[src/rtl/ascon_io_pkg.sv]
// ascon_io_pkg
// Shared definitions for the Ascon wrapper output-port consumer:
//   state_t    - controller / serializer state encoding
//   UART_IDLE  - idle (mark) level of the UART line
//   num_bytes  - ciphertext + tag length in bytes
package ascon_io_pkg;

    typedef enum logic [3:0] {
        IDLE,
        REQ,
        WAIT,
        CAPTURE,
        START,
        DATA,
        PARITY,
        STOP,
        WRAP,
        DONE,
        REARM
    } state_t;

    localparam logic UART_IDLE = 1'b1;

    function automatic int num_bytes(input int y, input int tag_bits);
        return (y + tag_bits) / 8;
    endfunction

endpackage

[src/rtl/uart_tx_bit.sv]
// uart_tx_bit
// Byte serializer for a UART line: start bit, 8 data bits LSB first,
// optional even-parity bit, stop bit. Every bit lasts CLKS_PER_BIT cycles.
// Build option: ASCON_TX_PARITY_EN adds the parity bit (11-bit frame).
// Ports:
//   clk, rst  - clock, synchronous active-low reset
//   load      - start a frame with data (ignored while busy)
//   data      - byte to send
//   busy      - high while a frame is on the line
//   tx        - UART line, idle high
module uart_tx_bit
    import ascon_io_pkg::*;
#(
    parameter int CLKS_PER_BIT = 868
) (
    input  logic       clk,
    input  logic       rst,
    input  logic       load,
    input  logic [7:0] data,
    output logic       busy,
    output logic       tx
);

    localparam int DIV_W = (CLKS_PER_BIT > 1) ? $clog2(CLKS_PER_BIT) : 1;
    localparam logic [DIV_W-1:0] DIV_LAST = DIV_W'(CLKS_PER_BIT - 1);

    state_t           phase_q;
    logic [DIV_W-1:0] div_q;
    logic [2:0]       idx_q;
    logic [7:0]       shift_q;
    logic             tx_q;
`ifdef ASCON_TX_PARITY_EN
    logic             par_q;
`endif

    // tx is registered so each bit starts exactly on a divider boundary
    // and a reset forces the line idle on the same edge.
    always_ff @(posedge clk) begin
        if (!rst) begin
            phase_q <= IDLE;
            div_q   <= '0;
            idx_q   <= '0;
            shift_q <= '0;
            tx_q    <= UART_IDLE;
`ifdef ASCON_TX_PARITY_EN
            par_q   <= 1'b0;
`endif
        end else if (phase_q == IDLE) begin
            if (load) begin
                phase_q <= START;
                div_q   <= '0;
                idx_q   <= '0;
                shift_q <= data;
                tx_q    <= 1'b0;
`ifdef ASCON_TX_PARITY_EN
                par_q   <= ^data;
`endif
            end
        end else if (div_q != DIV_LAST) begin
            div_q <= div_q + 1'b1;
        end else begin
            div_q <= '0;
            case (phase_q)
                START: begin
                    phase_q <= DATA;
                    tx_q    <= shift_q[0];
                    shift_q <= shift_q >> 1;
                    idx_q   <= '0;
                end
                DATA: begin
                    if (idx_q == 3'd7) begin
`ifdef ASCON_TX_PARITY_EN
                        phase_q <= PARITY;
                        tx_q    <= par_q;
`else
                        phase_q <= STOP;
                        tx_q    <= UART_IDLE;
`endif
                    end else begin
                        idx_q   <= idx_q + 1'b1;
                        tx_q    <= shift_q[0];
                        shift_q <= shift_q >> 1;
                    end
                end
`ifdef ASCON_TX_PARITY_EN
                PARITY: begin
                    phase_q <= STOP;
                    tx_q    <= UART_IDLE;
                end
`endif
                default: begin
                    // end of stop bit (or an unreachable phase): back to idle
                    phase_q <= IDLE;
                    tx_q    <= UART_IDLE;
                end
            endcase
        end
    end

    assign busy = (phase_q != IDLE);
    assign tx   = tx_q;

endmodule

[src/rtl/ascon_out_uart_tx.sv]
// ascon_out_uart_tx
// Reads the Ascon wrapper's ciphertext+tag one byte per output strobe and
// sends each byte as a UART frame, then strobes once more so the wrapper's
// output index wraps to 0. After a message it waits for ready to drop
// before accepting another, so a held ready is not retransmitted.
// Build option: ASCON_TX_PARITY_EN (even parity bit, see uart_tx_bit).
// Ports:
//   clk, rst     - clock, synchronous active-low reset
//   ready_i      - wrapper encryption ready
//   byte_i       - wrapper output byte, valid the cycle after a strobe
//   out_strobe_o - one-cycle output-select pulse to the wrapper
//   tx_o         - UART line, idle high
//   busy_o       - message in progress
//   done_o       - one-cycle pulse when a message has completed
//   err_o        - sticky: ready was low when the next byte was due
module ascon_out_uart_tx
    import ascon_io_pkg::*;
#(
    parameter int Y            = 16,
    parameter int TAG_BITS     = 128,
    parameter int CLKS_PER_BIT = 868
) (
    input  logic       clk,
    input  logic       rst,
    input  logic       ready_i,
    input  logic [7:0] byte_i,
    output logic       out_strobe_o,
    output logic       tx_o,
    output logic       busy_o,
    output logic       done_o,
    output logic       err_o
);

    localparam int NUM_BYTES = num_bytes(Y, TAG_BITS);
    localparam int CNT_W     = $clog2(NUM_BYTES + 1);
    localparam logic [CNT_W-1:0] CNT_LAST = CNT_W'(NUM_BYTES - 1);

    state_t           state_q, state_d;
    logic [CNT_W-1:0] cnt_q, cnt_d;
    logic             err_q, err_d;
    logic             strobe;
    logic             load;
    logic             ser_busy;

    uart_tx_bit #(
        .CLKS_PER_BIT(CLKS_PER_BIT)
    ) u_ser (
        .clk  (clk),
        .rst  (rst),
        .load (load),
        .data (byte_i),
        .busy (ser_busy),
        .tx   (tx_o)
    );

    always_ff @(posedge clk) begin
        if (!rst) begin
            state_q <= IDLE;
            cnt_q   <= '0;
            err_q   <= 1'b0;
        end else begin
            state_q <= state_d;
            cnt_q   <= cnt_d;
            err_q   <= err_d;
        end
    end

    // START stands for the whole frame: the serializer sequences
    // start/data/parity/stop itself and the controller waits for it.
    always_comb begin
        state_d = state_q;
        cnt_d   = cnt_q;
        err_d   = err_q;
        strobe  = 1'b0;
        load    = 1'b0;
        case (state_q)
            IDLE: begin
                if (ready_i) begin
                    err_d   = 1'b0;
                    state_d = REQ;
                end
            end
            REQ: begin
                if (ready_i) begin
                    strobe  = 1'b1;
                    state_d = WAIT;
                end else begin
                    // abandon the message; restart byte numbering so a
                    // later message is not sent short
                    err_d   = 1'b1;
                    cnt_d   = '0;
                    state_d = IDLE;
                end
            end
            WAIT:    state_d = CAPTURE;   // wrapper output register latency
            CAPTURE: begin
                load    = 1'b1;
                state_d = START;
            end
            START: begin
                if (!ser_busy) begin
                    if (cnt_q < CNT_LAST) begin
                        cnt_d   = cnt_q + 1'b1;
                        state_d = REQ;
                    end else begin
                        state_d = WRAP;
                    end
                end
            end
            WRAP: begin
                strobe  = 1'b1;           // returned byte is not used
                state_d = DONE;
            end
            DONE: begin
                cnt_d   = '0;
                state_d = REARM;
            end
            REARM: begin
                if (!ready_i) state_d = IDLE;
            end
            default: state_d = IDLE;
        endcase
    end

    assign out_strobe_o = strobe;
    assign busy_o       = state_q inside {REQ, WAIT, CAPTURE, START, WRAP};
    assign done_o       = (state_q == DONE);
    assign err_o        = err_q;

endmodule
[config.mk]
export PLATFORM = sky130hd
export DESIGN_NAME = ascon_out_uart_tx
export DESIGN_NICKNAME = d
export VERILOG_FILES = /design/src/rtl/ascon_io_pkg.sv /design/src/rtl/uart_tx_bit.sv /design/src/rtl/ascon_out_uart_tx.sv
export SDC_FILE = /design/constraint.sdc
export NUM_CORES = 1
export LEC_CHECK = 0
export ABC_CLOCK_PERIOD_IN_PS = 2100
export CAP_MARGIN = 20
export CORE_ASPECT_RATIO = 0.9
export CORE_UTILIZATION = 57
export CTS_CLUSTER_DIAMETER = 200
export DETAILED_ROUTE_END_ITERATION = 8
export HOLD_SLACK_MARGIN = 0.06
export PLACE_DENSITY = 0.89
export SLEW_MARGIN = 20
export SYNTH_ARGS = -nofsm -noshare
export SYNTH_HDL_FRONTEND = slang
export SYNTH_SLANG_ARGS = --single-unit
[constraint.sdc]
create_clock -name clk -period 2.1 [get_ports clk]
set_clock_uncertainty 0.2 [all_clocks]
set_input_delay 0.42 -clock clk [delete_from_list [all_inputs] [get_ports clk]]
set_output_delay 0.42 -clock clk [all_outputs]
set_load 0.02 [all_outputs]
==> results.rst <==
.. list-table::
   :header-rows: 1

   * - Metric
     - Value
   * - Number of hold violations in the final report
     - 0
   * - Sink of the worst hold path
     - u_ser.shift_q[6]
   * - Clock tree from TritonCTS
     - yes
   * - Final Setup Violations
     - 0
   * - Clock period minus worst slack
     - a little over 2 ns
   * - Worst skew pair latency
     - just under 0.3 ns
   * - Post-synthesis cell type with the largest combined area
     - dfxtp_1
   * - Count of input and output buffers
     - 15
   * - Setup slack after layout
     - approximately 0.08 ns
   * - Kind of path behind the tightest hold check
     - flop to flop
   * - Max Clk Rate
     - approximately 500 MHz
   * - Die Outline Area
     - approximately 0.0036 sq mm
   * - Fin crit share
     - roughly 96%
   * - Via count
     - about 1800
   * - Core Box Area
     - slightly above 0.003 sq mm
   * - Most common cell in the synthesized netlist
     - dfxtp_1
   * - Floorplan die height
     - 56.9 um
   * - Drc violations
     - 0
   * - Worst R2R Path Depth
     - 4
   * - Stage delay of the slowest cell on the critical path
     - between 0.3 and 0.4 ns
   * - Power per Cell Area
     - 613 mW/mm^2
   * - Antenna Diode Count
     - 0
   * - Synth top cells by count
     - dfxtp_1 (35), nand2_1 (26), nor2_1 (26), a21oi_1 (14)
   * - Number of antenna violations at the first check in global routing
     - 0
   * - Reg2Reg Setup Slack
     - 0.11 ns
   * - Run status
     - completed
   * - Number of storage elements in the synthesis netlist
     - 35
   * - Number of hold-repair buffers added at the cts stage
     - 0
   * - Nets
     - around 280
   * - Library cell used as clock root buffer
     - clkbuf_8
   * - Starting utilization of the core area
     - about three fifths
   * - Detail-routed net length per standard cell
     - between 10 and 15 um
   * - RSZ-0062 raised after global routing
     - false
   * - Static leakage
     - about 1 nW
   * - Maximum number of pins on one net before global-route repair
     - 18
   * - Htree depth
     - 2
   * - Smallest hold slack
     - 0.265 ns
   * - Category of the worst setup path launch point
     - flop
   * - Instance count along the most critical hold path
     - 2
   * - CP Max Fanout
     - 9
   * - Worst-path cell with the longest stage delay
     - dfxtp_1
   * - Via count of the first global-routing pass
     - roughly 1700
   * - Initial drt markers
     - around 140
   * - Cell variety after synth
     - 52
   * - Horizontal die dimension
     - roughly 63 um
   * - Final slew viol count
     - 0
   * - Last weighted congestion value of the routability-driven placer
     - 0.845
   * - Area contributors post-synth
     - dfxtp_1 (37%), mux2i_1 (6.8%), nand2_1 (5.1%)
   * - First-pass GRT wire length
     - 7330 um
   * - Hold Crit Start
     - u_ser.shift_q[6]
   * - Share of Yosys cell area claimed by the top area cell type
     - 36.7%
   * - Total track usage
     - 26.2%
   * - Sequential-to-total area share from yosys stat
     - 36.7%
   * - Clock slew at reported path FFs
     - roughly 0.080 ns
   * - Post-layout util
     - between 70% and 80%
   * - Post-Syn Area per Cell
     - ~8.3 sq um
   * - Number of flops mapped to enable cells by yosys
     - 0
   * - Crit path required time
     - 1.48 ns
   * - Area growth syn-to-layout
     - 23.8%
   * - Endpoint of the most critical register-to-register path
     - cnt_q[4]
   * - Final HPWL from detailed placement
     - ~3200 um
   * - Worst path arrival time
     - about 1.4 ns
   * - Max IR drop VDD
     - 0.450 mV
   * - Fraction of layout cells with a size suffix above 1
     - roughly 17%
   * - Area fraction in compound gates after synthesis
     - 18.1%
   * - Total negative slack
     - 0 ns
   * - Synth Warn #
     - 0
   * - Mean number of vias per cell
     - approximately 6.0
   * - Number of buffers added by the clock tree synthesis step
     - 5
   * - Mux cell area share after synthesis
     - about 6.8%
   * - Setup crit end kind
     - primary output
   * - Worst setup slack before clock tree synthesis
     - -0.326 ns
   * - Number of detailed-route iterations in the first pass
     - 4
   * - Inst Count DP
     - between 200 and 300
   * - Mapped Nets
     - around 250
   * - Worst reg2reg path startpoint
     - state_q[1]
   * - Predominant post-synthesis flop cell
     - dfxtp_1
   * - CTS Buffer Depth
     - 2
   * - Largest family of logic cells by synthesized area
     - simple AND/OR/NAND/NOR gates
   * - Area share of fa/ha/maj cells after synthesis
     - between 2 and 3%
   * - Overflow after GRT
     - 0
   * - Synthesized area
     - roughly 0.0019 sq mm
   * - Fraction of registers with async set or reset after synthesis
     - 0%
   * - Cell Count, Final, Fillers Out
     - around 310
   * - Worst max-slew margin expressed relative to the limit
     - between 70% and 80%
   * - Number of standard cells after synthesis
     - 230
   * - Max-cap violations
     - 0
   * - Worst-margin pin slew
     - 0.433 ns
   * - Ordered cell list for the critical path
     - nor3b_1 -> and2_1 -> dlygate4sd2_1
   * - Path type of the worst setup path
     - flop to primary output
   * - Num ports
     - 16
   * - Number of placement rows
     - 19
   * - Post-route ant nets
     - 0
   * - Share of the synthesized netlist area taken by xor and xnor gates
     - less than 1%
   * - Clock sink total
     - 35
   * - Post-synthesis simple-gate area fraction
     - a little over 30%
   * - Post-detailed-routing wire length
     - about 4400 um
==> cell usage in the layout (no fill, tap or decap), drive strengths merged, types with 4 or more instances in the layout <==
master | netlist | layout
dfxtp | 35 | 35
nor2 | 27 | 27
nand2 | 26 | 26
buf | 5 | 25
a21oi | 14 | 14
mux2i | 13 | 13
nand3 | 13 | 13
clkdlybuf4s50 | 0 | 12
or3 | 8 | 8
a31oi | 7 | 7
o21ai | 7 | 7
inv | 5 | 5
clkbuf | 8 | 5
nand2b | 4 | 4
and2 | 4 | 4
ha | 4 | 4
==> sequential cells by signal, summed over array words and instances, names as in the netlist <==
register	flops
state_q	4
u_ser.tx	1
u_ser.shift_q	8
err_o	1
u_ser.phase_q	3
u_ser.div_q	10
u_ser.idx_q	3
cnt_q	5
==> power breakdown <==
part           switching (W)  total, W  internal (W)
Clock               0.000253  0.000607      0.000353
Sequential         0.0000127  0.000687      0.000675
Combinational      0.0000747  0.000153     0.0000784
Total               0.000341   0.00145       0.00111
==> stage by stage <==
| stage | instance area (sq um) | total power [W] |
|---|---|---|
| floorplan | 1910 | 0.000781 |
| global route | 2360 | 0.00150 |
| CTS | 2360 | 0.00145 |
| finish | 2360 | 0.00145 |
| global placement | 2250 | 0.000852 |
| detailed placement | 2250 | 0.000856 |
==> logic make-up (layout without fill, tap and decap cells) <==
logic type | after synthesis | in the layout
AO/OA/AOI/OAI | 51 | 51
XOR/XNOR | 2 | 2
adder cells (fa/ha/maj) | 4 | 4
buffers and inverters | 18 | 52
flip-flops | 35 | 35
multiplexers | 13 | 13
AND/OR/NAND/NOR | 107 | 107
==> worst max path at each step <==
stage / startpoint / to / slack [ns] / depth (start not counted)
finish: state_q[1] / done_o / 0.08 / 3
floorplan: u_ser.div_q[0] / u_ser.div_q[9] / 0.29 / 6
global placement: ready_i / out_strobe_o / -0.32 / 5
CTS: ready_i / out_strobe_o / 0.01 / 5
global route: state_q[1] / done_o / 0.02 / 3
detailed placement: ready_i / out_strobe_o / -0.33 / 5
==> worst max-delay path, delay by kind of cell (launching register included) <==
family	cells	cell delay, ns
AND/OR/NAND/NOR	2	0.41
buffers and inverters	1	0.32
flip-flops	1	0.39
==> routing by layer <==
layer  GRT usage, %  vias up  part of all wire [%]
met5              0        -                     0
met3           5.28       11                   5.2
met4           11.6        0                   1.8
li1               -      909                     -
met1           32.9      871                    45
met2           43.3       54                    48
==> area by class of cell <==
type / instances / area, sq um
Clock buffer: 5 / 68.8
Clock inverter: 3 / 43.8
Fill cell: 233 / 754
Inverter: 5 / 18.8
Multi-Input combinational cell: 177 / 1140
Sequential cell: 35 / 703
Tap cell: 42 / 52.6
Timing Repair Buffer: 39 / 335
==> repair_timing <==
| action | in CTS | in global routing |
|---|---|---|
| buffers inserted | 0 | 0 |
| endpoints found under the hold margin | 0 | 0 |
| gates resized for setup | 6 | 3 |
| setup endpoints to repair | 3 | 3 |
Note: power is estimated with default switching activity, not from simulation.
